## src/rtl/multiport_register_file.sv

```systemverilog
// Parametrised register file: one write port, NUM_RD_PORTS registered read ports, per-register busy scoreboard.
// Optional macro WRITE_BYPASS_EN forwards same-cycle write data to matching reads.
module multiport_register_file #(
  parameter  int WORD_SIZE    = 19,
  parameter  int NUM_REGS     = 4,
  parameter  int NUM_RD_PORTS = 2,
  localparam int ADDR_W       = $clog2(NUM_REGS)
) (
  input  logic                              CLK,
  input  logic                              RST_N,
  input  logic                              WR_EN,
  input  logic [ADDR_W-1:0]                 WR_ADDR,
  input  logic [WORD_SIZE-1:0]              WR_DATA,
  input  logic                              BUSY_SET,
  input  logic [ADDR_W-1:0]                 BUSY_ADDR,
  input  logic [NUM_RD_PORTS-1:0]           RD_EN,
  input  logic [NUM_RD_PORTS*ADDR_W-1:0]    RD_ADDR,
  output logic [NUM_RD_PORTS*WORD_SIZE-1:0] RD_DATA,
  output logic [NUM_RD_PORTS-1:0]           RD_VALID,
  output logic [NUM_RD_PORTS-1:0]           RD_STALL,
  output logic [NUM_REGS-1:0]               BUSY,
  output logic                              ADDR_ERR
);

  localparam logic [ADDR_W:0] NUM_REGS_W = (ADDR_W+1)'(NUM_REGS);

  logic [WORD_SIZE-1:0]              r_regs [NUM_REGS];
  logic [NUM_REGS-1:0]               r_busy;
  logic [NUM_RD_PORTS*WORD_SIZE-1:0] r_rd_data;
  logic [NUM_RD_PORTS-1:0]           r_rd_valid;
  logic [NUM_RD_PORTS-1:0]           r_rd_stall;
  logic                              r_addr_err;

  logic [ADDR_W-1:0]       w_rd_idx [NUM_RD_PORTS];
  logic [NUM_RD_PORTS-1:0] w_rd_oor;
  logic [NUM_RD_PORTS-1:0] w_fwd;
  logic                    w_addr_err;
  logic                    w_wr_ok;
  logic                    w_bs_ok;

  // Indices only fall out of range when NUM_REGS is not a power of two.
  function automatic logic in_range(input logic [ADDR_W-1:0] a);
    return {1'b0, a} < NUM_REGS_W;
  endfunction

  assign w_wr_ok = WR_EN && in_range(WR_ADDR);
  assign w_bs_ok = BUSY_SET && in_range(BUSY_ADDR);

  // NOTE: every signal driven here gets a default first, so no path leaves it unassigned (no latch).
  always_comb begin
    w_addr_err = (WR_EN && !in_range(WR_ADDR)) || (BUSY_SET && !in_range(BUSY_ADDR));
    w_rd_oor   = '0;
    w_fwd      = '0;
    for (int p = 0; p < NUM_RD_PORTS; p++) begin
      w_rd_idx[p] = RD_ADDR[p*ADDR_W +: ADDR_W];
      w_rd_oor[p] = !in_range(w_rd_idx[p]);
`ifdef WRITE_BYPASS_EN
      w_fwd[p]    = w_wr_ok && (WR_ADDR == w_rd_idx[p]);
`else
      w_fwd[p]    = 1'b0;
`endif
      if (RD_EN[p] && w_rd_oor[p]) w_addr_err = 1'b1;
    end
  end

  // NOTE: sequential state uses non-blocking assignments so every read in this block sees pre-edge values.
  always_ff @(posedge CLK or negedge RST_N) begin
    if (!RST_N) begin
      // NOTE: the register array is reset explicitly because reads after reset must return zero.
      for (int i = 0; i < NUM_REGS; i++) r_regs[i] <= '0;
      r_busy     <= '0;
      r_rd_data  <= '0;
      r_rd_valid <= '0;
      r_rd_stall <= '0;
      r_addr_err <= 1'b0;
    end else begin
      r_rd_valid <= '0;
      r_rd_stall <= '0;
      r_addr_err <= w_addr_err;
      for (int p = 0; p < NUM_RD_PORTS; p++) begin
        if (RD_EN[p]) begin
          if (w_rd_oor[p]) begin
            r_rd_valid[p]                         <= 1'b1;
            r_rd_data[p*WORD_SIZE +: WORD_SIZE]   <= '0;
          end else if (w_fwd[p]) begin
            r_rd_valid[p]                         <= 1'b1;
            r_rd_data[p*WORD_SIZE +: WORD_SIZE]   <= WR_DATA;
          end else if (r_busy[w_rd_idx[p]]) begin
            r_rd_stall[p]                         <= 1'b1;
          end else begin
            r_rd_valid[p]                         <= 1'b1;
            r_rd_data[p*WORD_SIZE +: WORD_SIZE]   <= r_regs[w_rd_idx[p]];
          end
        end
      end
      if (w_wr_ok) begin
        r_regs[WR_ADDR] <= WR_DATA;
        r_busy[WR_ADDR] <= 1'b0;
      end
      // Placed after the write so a same-index set overrides the write's clear.
      if (w_bs_ok) r_busy[BUSY_ADDR] <= 1'b1;
    end
  end

  assign RD_DATA  = r_rd_data;
  assign RD_VALID = r_rd_valid;
  assign RD_STALL = r_rd_stall;
  assign BUSY     = r_busy;
  assign ADDR_ERR = r_addr_err;

endmodule

```

## config.mk

```make
export PLATFORM = sky130hd
export DESIGN_NAME = multiport_register_file
export DESIGN_NICKNAME = d
export VERILOG_FILES = /design/src/rtl/multiport_register_file.sv
export SDC_FILE = /design/constraint.sdc
export NUM_CORES = 1
export LEC_CHECK = 0
export ABC_AREA = 1
export CAP_MARGIN = 25
export CORE_ASPECT_RATIO = 1.1
export CORE_MARGIN = 2
export CORE_UTILIZATION = 43
export DETAILED_ROUTE_END_ITERATION = 8
export PLACE_DENSITY = 0.74
export SLEW_MARGIN = 0
export SYNTH_ARGS = -nofsm -noshare
export SYNTH_HDL_FRONTEND = slang
export SYNTH_SLANG_ARGS = --single-unit
```

## constraint.sdc

```tcl
create_clock -name CLK -period 1.4 [get_ports CLK]
set_input_delay 0.28 -clock CLK [delete_from_list [all_inputs] [get_ports CLK]]
set_output_delay 0.28 -clock CLK [all_outputs]
set_load 0.05 [all_outputs]
```

==> flow_metrics.env, run 1 <==
export IMPL_vias=5714
export IMPL_rows=45
export IMPL_drc_errors=0
export IMPL_fin_nets=967
export IMPL_ir_worst_vdd_uv=1040
export IMPL_die_area_mm2=0.0152
export IMPL_clk_pin_slew_worst_paths_ps=50
export IMPL_startpoint="BUSY[0]"
export IMPL_path_delay_family="flip-flops"
export IMPL_hpwl_um=11000
export IMPL_clockBufferDepth=2
export IMPL_port_buffers=78
export IMPL_gp_congestion=0.811
export IMPL_finalMaxSlewViolations=0
export IMPL_mostFrequentLayoutCell="nand2_1"
export IMPL_cp_start_kind="register"
export IMPL_synth_xor_area_share_pct=0
export IMPL_cp_required_ps=1120
export IMPL_ys_types=13
export IMPL_avgRoutedWirePerCell_um=14.5
export IMPL_finalSetupViolCount=0
export IMPL_grt_pass1_wl_um=27600
export IMPL_reg2reg_to="RD_DATA[1]"
export IMPL_fmax_mhz=734
export IMPL_worst_path_max_delay_cell="dfrtp_1"
export IMPL_finalNonFillerCells=1136
export IMPL_skew_ps=5.31
export IMPL_placed_cells=1100
export IMPL_rsz0062_at_grt="true"
export IMPL_yosys_register_bits=122
export IMPL_rrSetupSlack_ps=100
export IMPL_first_iter_violations=523
export IMPL_cts_tree="done"
export IMPL_reg2reg_depth=8
export IMPL_synth_area_mux_share_pct=0
export IMPL_r2r_start="BUSY[2]"
export IMPL_fin_tns_setup_ps=0
export IMPL_cp_depth=2
export IMPL_critPathKind="register to output port"
export IMPL_crit_path_end_kind="output port"
export IMPL_design_core_area_mm2=0.0139
export IMPL_die_h_um=129
export IMPL_synth_fa_ha_area_share_pct=0
export IMPL_synth_top_family_by_area="simple AND/OR/NAND/NOR gates"
export IMPL_most_common_layout_cells="nand2_1 (359), dfrtp_1 (122), nand3_1 (120), inv_1 (105), o21ai_0 (80)"
export IMPL_ctsRootBufferMaster="clkbuf_16"
export IMPL_yosysSeqAreaShare_pct=49.9
export IMPL_period_share_pct=97.3
export IMPL_drive_gt1_share_pct=12.8
export IMPL_vias_per_cell=5.03
export IMPL_whs_ps=253
export IMPL_grt_pass1_vias=5659
export IMPL_min_period_ps=1360
export IMPL_synthSimpleGateAreaFrac_pct=32.2
export IMPL_syn_inst=848
export IMPL_cts_sinks=122
export IMPL_die_x_um=118
export IMPL_crit_path_max_incr_delay_ps=370
export IMPL_io_pins=80
export IMPL_syn_area_per_cell_um2=7.22
export IMPL_endpoint="BUSY[0]"
export IMPL_path_cells="buf_4 -> buf_12"
export IMPL_syn_to_final_growth_pct=36.6
export IMPL_h_tree_depth=4
export IMPL_drt_pass1_iter_count=5
export IMPL_hp_class="input port to asynchronous set/reset pin"
export IMPL_numCtsBuffers=17
export IMPL_grt_max_degree=40
export IMPL_leakagePower_nw=4.50
export IMPL_insertion_delay_ps=420
export IMPL_outcome="finished clean"
export IMPL_antenna_found_initial=1
export IMPL_ant_nets=0
export IMPL_grt_util_all_layers_pct=22.9
export IMPL_critical_path_arrival_ps=1080
export IMPL_netlist_area_mm2=0.00612
export IMPL_max_cap_violations=0
export IMPL_grt_ovfl_total=0
export IMPL_initial_core_util_pct=44.2
export IMPL_critPathBufInv=2
export IMPL_worstPathMaxFanout=2
export IMPL_synth_compound_area_share_pct=6.54
export IMPL_wl_um=16400
export IMPL_hold_viol=0
export IMPL_power_density_mw_per_mm2=1610
export IMPL_ys_warn_count=0
export IMPL_syn_nets=881
## final cells by class
type                            count  area (um2)
Clock buffer                       24         482
Clock inverter                      8        92.6
Fill cell                        1157        5490
Sequential cell                   122        3050
Timing Repair Buffer              120        1710
Multi-Input combinational cell    566        2380
Antenna cell                        1        2.50
Inverter                          107         402
Tap cell                          188         235
## Yosys cell counts
master / count / area, um2
nand3_1: 120 / 601
buf_2: 29 / 145
dfrtp_1: 122 / 3050
conb_1: 1 / 3.75
inv_2: 2 / 7.51
clkbuf_1: 10 / 37.5
nand2_1: 362 / 1360
buf_6: 4 / 45.0
buf_1: 3 / 11.3
o21ai_0: 80 / 400
buf_4: 7 / 52.6
inv_1: 105 / 394
nor2_1: 3 / 11.3
## kinds of logic after synthesis
| group | after synthesis |
|---|---|
| and+or+nand+nor | 485 |
| buffers and inverters | 160 |
| DFF | 122 |
| AOI/OAI and AO/OA | 80 |
| other | 1 |
## what timing repair did
item	in CTS	in global routing
endpoints found under the hold margin	103	0
hold buffers	1	0
pin swaps	0	1
gates resized for setup	0	5
endpoints found under the setup margin	3	39
setup buffers	3	0
## through the flow
step                      util, %  total power [mW]  setup WS, ps  instance area [um2]
after floorplan                 -              6.97           106                 6120
after global placement       55.9              9.11          -288                 7750
after detailed placement     55.9              9.21          -332                 7750
after CTS                    60.3              13.5          7.29                 8350
after global routing         60.4              14.1         -6.90                 8360
final                        60.4              13.4          38.3                 8360
## flip-flops by register name, indices dropped and copies added (netlist names)
signal and flops:
r_regs 76, RD_VALID 2, RD_STALL 2, BUSY 4
RD_DATA 38
## worst register-to-register path: cells and delay by family, from the launching register on
kind	cells	cell delay [ps]
flops	1	400
buf+inv	2	320
simple gates	6	470
## layer usage
metal  share of wire (%)  vias up  track usage, %
met5                   0        -               0
met3                 8.5       29            6.51
met1                  45     2659            30.0
met2                  45      242            37.1
met4                 1.3        0            7.09
li1                    -     2784               -
## power breakdown
part           total [mW]  internal (mW)  switching (mW)
clock                4.24           2.74            1.50
sequential           4.76           4.20           0.564
combinational        4.44           1.95            2.49
## worst min path at each step
stage	from	end	slack, ps	cells after the start
4_1_cts	RST_N	r_regs[10]	250	2
2_1_floorplan	RST_N	BUSY[0]	-20	0
6_report	RST_N	r_regs[71]	250	2
5_1_grt	RST_N	r_regs[71]	260	2
3_5_place_dp	RST_N	r_regs[71]	140	1
3_3_place_gp	RST_N	r_regs[71]	140	1
No activity file was read; power rests on OpenSTA's default activity.
==> run 2: changes to the inputs <==
--- a/config.mk
+++ b/config.mk
@@ -9,9 +9,9 @@
 export CAP_MARGIN = 25
 export CORE_ASPECT_RATIO = 1.1
 export CORE_MARGIN = 2
-export CORE_UTILIZATION = 43
+export CORE_UTILIZATION = 25
 export DETAILED_ROUTE_END_ITERATION = 8
-export PLACE_DENSITY = 0.74
+export PLACE_DENSITY = 0.51
 export SLEW_MARGIN = 0
 export SYNTH_ARGS = -nofsm -noshare
 export SYNTH_HDL_FRONTEND = slang
==> flow_metrics.env, run 2 (same netlist as run 1, synthesis figures left out) <==
export IMPL_finalMaxSlewViolations=0
export IMPL_vias=5512
export IMPL_wl_met1_um=9340
export IMPL_die_h_um=168
export IMPL_grt_pass1_vias=5373
export IMPL_placed_cells=1224
export IMPL_die_x_um=153
export IMPL_fin_tns_setup_ps=0
export IMPL_h_tree_depth=4
export IMPL_fin_nets=971
export IMPL_post_place_ws_ps=-408
export IMPL_finalNonFillerCells=1260
export IMPL_routed_wl_met2_um=8080
export IMPL_finalSetupViolCount=0
export IMPL_cts_tree="done"
export IMPL_design_core_area_mm2=0.0242
export IMPL_antenna_found_initial=0
export IMPL_initial_core_util_pct=25.2
export IMPL_wl_met3_um=819
export IMPL_grt_pass1_wl_um=29700
export IMPL_critPathKind="register to output port"
export IMPL_grt_util_all_layers_pct=14.6
export IMPL_grt_ovfl_total=0
export IMPL_ctsRootBufferMaster="clkbuf_16"
export IMPL_critical_path_arrival_ps=1090
export IMPL_clockBufferDepth=2
export IMPL_io_pins=80
export IMPL_worstPathMaxFanout=2
export IMPL_drive_gt1_share_pct=12.9
export IMPL_ant_nets=0
export IMPL_hpwl_um=12900
export IMPL_largest_reg_flops=76
export IMPL_hold_viol=0
export IMPL_min_period_ps=1370
export IMPL_power_density_mw_per_mm2=1600
export IMPL_hp_class="input port to asynchronous set/reset pin"
export IMPL_drc_errors=0
export IMPL_grt_max_degree=40
export IMPL_p_total_mw=13.7
export IMPL_numCtsBuffers=17
export IMPL_insertion_delay_ps=410
export IMPL_rsz0062_at_grt="true"
export IMPL_rows=60
export IMPL_port_buffers=78
export IMPL_antenna_cells=0
export IMPL_avgRoutedWirePerCell_um=14.7
export IMPL_gp_congestion=0.779
export IMPL_period_share_pct=97.9
export IMPL_cts_sinks=122
export IMPL_syn_to_final_growth_pct=39.7
export IMPL_max_cap_violations=0
export IMPL_fmax_mhz=730
export IMPL_routed_top_layer="met4"
export IMPL_cp_start_kind="register"
export IMPL_clk_pin_slew_worst_paths_ps=50
export IMPL_worst_slack_ps=29.8
export IMPL_crit_path_end_kind="output port"
export IMPL_die_area_mm2=0.0258
export IMPL_most_common_layout_cells="nand2_1 (361), dfrtp_1 (122), nand3_1 (120), inv_1 (105), o21ai_0 (80)"
export IMPL_ir_worst_vdd_uv=604
export IMPL_skew_ps=5.90
export IMPL_regMostFlops="r_regs"
export IMPL_mostFrequentLayoutCell="nand2_1"
export IMPL_first_iter_violations=381
export IMPL_final_util_pct=35.3
export IMPL_wl_um=18500
export IMPL_outcome="finished clean"
export IMPL_drt_pass1_iter_count=5
export IMPL_vias_per_cell=4.37
export IMPL_leakagePower_nw=4.53
export IMPL_cp_required_ps=1120
## run 2: metrics by stage
step | hold slack, ps | area (um2)
after floorplan | -15.6 | 6120
after global placement | 187 | 7900
after detailed placement | 188 | 7900
after CTS | 291 | 8540
after global routing | 299 | 8550
final | 298 | 8550
## run 2: worst paths after layout
path / start / endpoint / slack (ps) / depth (start not counted)
min in group CLK: r_regs[53] / r_regs[53] / 480 / 2
hold reg to reg: r_regs[53] / r_regs[53] / 480 / 2
hold / removal: RST_N / r_regs[33] / 300 / 2
setup / recovery: BUSY[1] / BUSY[1] / 30 / 2
setup reg to reg: BUSY[3] / RD_DATA[4] / 80 / 8
max in group asynchronous: RST_N / r_regs[56] / 560 / 3
## run 2: critical path, stage by stage (launching register included)
cell and delay [ps]:
dfrtp_1 390, buf_4 150, buf_12 140
## run 2: timing repair
action | 4_1_cts | 5_1_grt
pin swaps | 0 | 1
gates resized for setup | 0 | 4
buffers inserted | 4 | 0
endpoints found under the setup margin | 4 | 34
hold buffers | 1 | 0
endpoints found under the hold margin | 12 | 0
gates cloned | 0 | 0
## run 2: layout make-up
cell class / instances / area [um2]
Tap cell: 310 / 388
Clock buffer: 23 / 478
Sequential cell: 122 / 3050
Inverter: 107 / 402
Clock inverter: 8 / 118
Multi-Input combinational cell: 566 / 2380
Timing Repair Buffer: 124 / 1730
Fill cell: 2539 / 15700
## run 2: where the power goes
group | internal, mW | switching [mW]
Sequential | 4.19 | 0.559
Combinational | 1.96 | 2.52
Clock | 2.92 | 1.55
Total | 9.07 | 4.63
## run 2: routing by layer
layer  vias up  GRT usage (%)
met3        18           2.50
met2       139           21.7
met4         0           4.91
li1       2789              -
met5         -              0
met1      2566           21.3
==> run 3: changes to the inputs <==
--- a/config.mk
+++ b/config.mk
@@ -6,12 +6,14 @@
 export NUM_CORES = 1
 export LEC_CHECK = 0
 export ABC_AREA = 1
+export ABC_CLOCK_PERIOD_IN_PS = 1400
 export CAP_MARGIN = 25
 export CORE_ASPECT_RATIO = 1.1
 export CORE_MARGIN = 2
-export CORE_UTILIZATION = 25
+export CORE_UTILIZATION = 45
 export DETAILED_ROUTE_END_ITERATION = 8
-export PLACE_DENSITY = 0.51
+export PLACE_DENSITY = 0.76
+export SETUP_SLACK_MARGIN = 0.4
 export SLEW_MARGIN = 0
 export SYNTH_ARGS = -nofsm -noshare
 export SYNTH_HDL_FRONTEND = slang
==> flow_metrics.env, run 3 (same netlist as run 1, synthesis figures left out) <==
export IMPL_outcome="finished clean"
export IMPL_gp_congestion=0.839
export IMPL_io_pins=80
export IMPL_wl_um=19100
export IMPL_critPathKind="register to register"
export IMPL_antenna_found_initial=0
export IMPL_first_iter_violations=897
export IMPL_clk_pin_slew_worst_paths_ps=60
export IMPL_hpwl_um=10700
export IMPL_worstPathMaxFanout=10
export IMPL_critical_path_arrival_ps=1630
export IMPL_internal_power_mw=10.0
export IMPL_cp_required_ps=1710
export IMPL_insertion_delay_ps=430
export IMPL_vias=6124
export IMPL_power_frac_clock_pct=33.9
export IMPL_cts_tree="done"
export IMPL_p_total_mw=14.9
export IMPL_combPwrFrac_pct=34.1
export IMPL_die_x_um=115
export IMPL_die_h_um=126
export IMPL_numCtsBuffers=17
export IMPL_vias_per_cell=5.23
export IMPL_drc_errors=0
export IMPL_hp_class="input port to asynchronous set/reset pin"
export IMPL_leakagePower_nw=4.90
export IMPL_regMostFlops="r_regs"
export IMPL_largest_reg_flops=76
export IMPL_h_tree_depth=4
export IMPL_fmax_mhz=757
export IMPL_mostFrequentLayoutCell="nand2_1"
export IMPL_avgRoutedWirePerCell_um=16.3
export IMPL_skew_ps=7.49
export IMPL_grt_util_all_layers_pct=27.2
export IMPL_die_area_mm2=0.0146
export IMPL_drt_pass1_iter_count=5
export IMPL_crit_path_end_kind="register"
export IMPL_fin_nets=1008
export IMPL_p_seq_share_pct=32.0
export IMPL_grt_pass1_wl_um=30500
export IMPL_antenna_cells=0
export IMPL_ctsRootBufferMaster="clkbuf_16"
export IMPL_period_share_pct=94.3
export IMPL_ant_nets=0
export IMPL_min_period_ps=1320
export IMPL_finalMaxSlewViolations=0
export IMPL_fin_tns_setup_ps=0
export IMPL_clockBufferDepth=2
export IMPL_ir_worst_vdd_uv=945
export IMPL_cts_sinks=122
export IMPL_grt_ovfl_total=0
export IMPL_drive_gt1_share_pct=19.2
export IMPL_most_common_layout_cells="nand2_1 (355), dfrtp_1 (118), nand3_1 (108), inv_1 (104)"
export IMPL_swShare_pct=32.7
export IMPL_power_density_mw_per_mm2=1640
export IMPL_grt_max_degree=42
export IMPL_grt_pass1_vias=5978
export IMPL_cp_start_kind="register"
export IMPL_rows=44
export IMPL_finalSetupViolCount=0
export IMPL_hold_viol=0
export IMPL_power_switching_mw=4.87
export IMPL_initial_core_util_pct=46.1
export IMPL_syn_to_final_growth_pct=48.5
export IMPL_port_buffers=78
export IMPL_rsz0062_at_grt="true"
export IMPL_design_core_area_mm2=0.0133
export IMPL_max_cap_violations=0
==> run 3: changes by cell type in the layout (fill, tap and decap cells not counted), moves of 6 or more <==
cell	before	now
o21ai_0	80	57
nand2_1	361	355
dlygate4sd2_1	0	6
nand3_1	120	108
o21ai_1	0	23
buf_6	1	9
nand3_2	0	11
buf_4	34	53
==> run 3: timing repair <==
item,CTS,global route
endpoints found under the hold margin,37,0
setup buffers,20,14
resized for setup,42,14
gates cloned,11,0
endpoints found under the setup margin,168,106
pin swaps,3,5
hold buffers,1,0
==> run 3: path summary, 6_finish.rpt <==
check,from,cells past startpoint,slack (ps),to
setup / recovery,BUSY[0],8,80,RD_DATA[27]
hold / removal,RST_N,2,270,r_regs[47]
setup reg to reg,BUSY[0],8,80,RD_DATA[27]
hold reg to reg,r_regs[13],2,480,r_regs[13]
max in group asynchronous,RST_N,3,630,r_regs[23]
min in group CLK,BUSY_ADDR[0],3,450,BUSY[3]
==> run 3: layer usage <==
layer / global-route usage, % / up-vias / routed length, um
li1: - / 2873 / -
met1: 36.3 / 2833 / 7730
met2: 42.2 / 349 / 9000
met3: 6.83 / 69 / 1730
met4: 11.6 / 0 / 672
met5: 0 / - / 0
==> run 3: stage by stage <==
stage               instances  utilization, %  cell area (um2)  hold WS (ps)  worst slack [ps]
detailed placement       1094            58.2             7720           162              -316
finish                   1172            68.5             9090           271              79.5
global placement         1094            58.2             7720           159              -257
CTS                      1158            67.4             8940           266              87.7
floorplan                 848               -             6180         -15.6               234
global route             1172            68.5             9090           281              22.7
==> run 3: worst max-delay path, stage by stage (launching register included) <==
cell and delay [ps]:
dfrtp_2 440, nand2_1 110, nand3_2 100, nand2_4 110, buf_6 110, nand2_4 70, buf_12 160, nand2_1 60
nand2_1 60
==> run 3: cell type report <==
class                           count  area [um2]
Clock inverter                     12         218
Inverter                          107         402
Sequential cell                   122        3060
Timing Repair Buffer              161        2230
Clock buffer                       20         467
Multi-Input combinational cell    566        2490
Fill cell                         972        4180
Tap cell                          184         230
==> run 3: power groups by stage <==
stage                     Sequential (mW)  Clock, mW  Combinational, mW
final                                4.76       5.05               5.07
after CTS                            4.74       5.04               4.83
after global routing                 4.83       5.22               5.43
after global placement               4.79          0               4.29
after floorplan                      5.67          0               1.35
after detailed placement             4.81          0               4.36
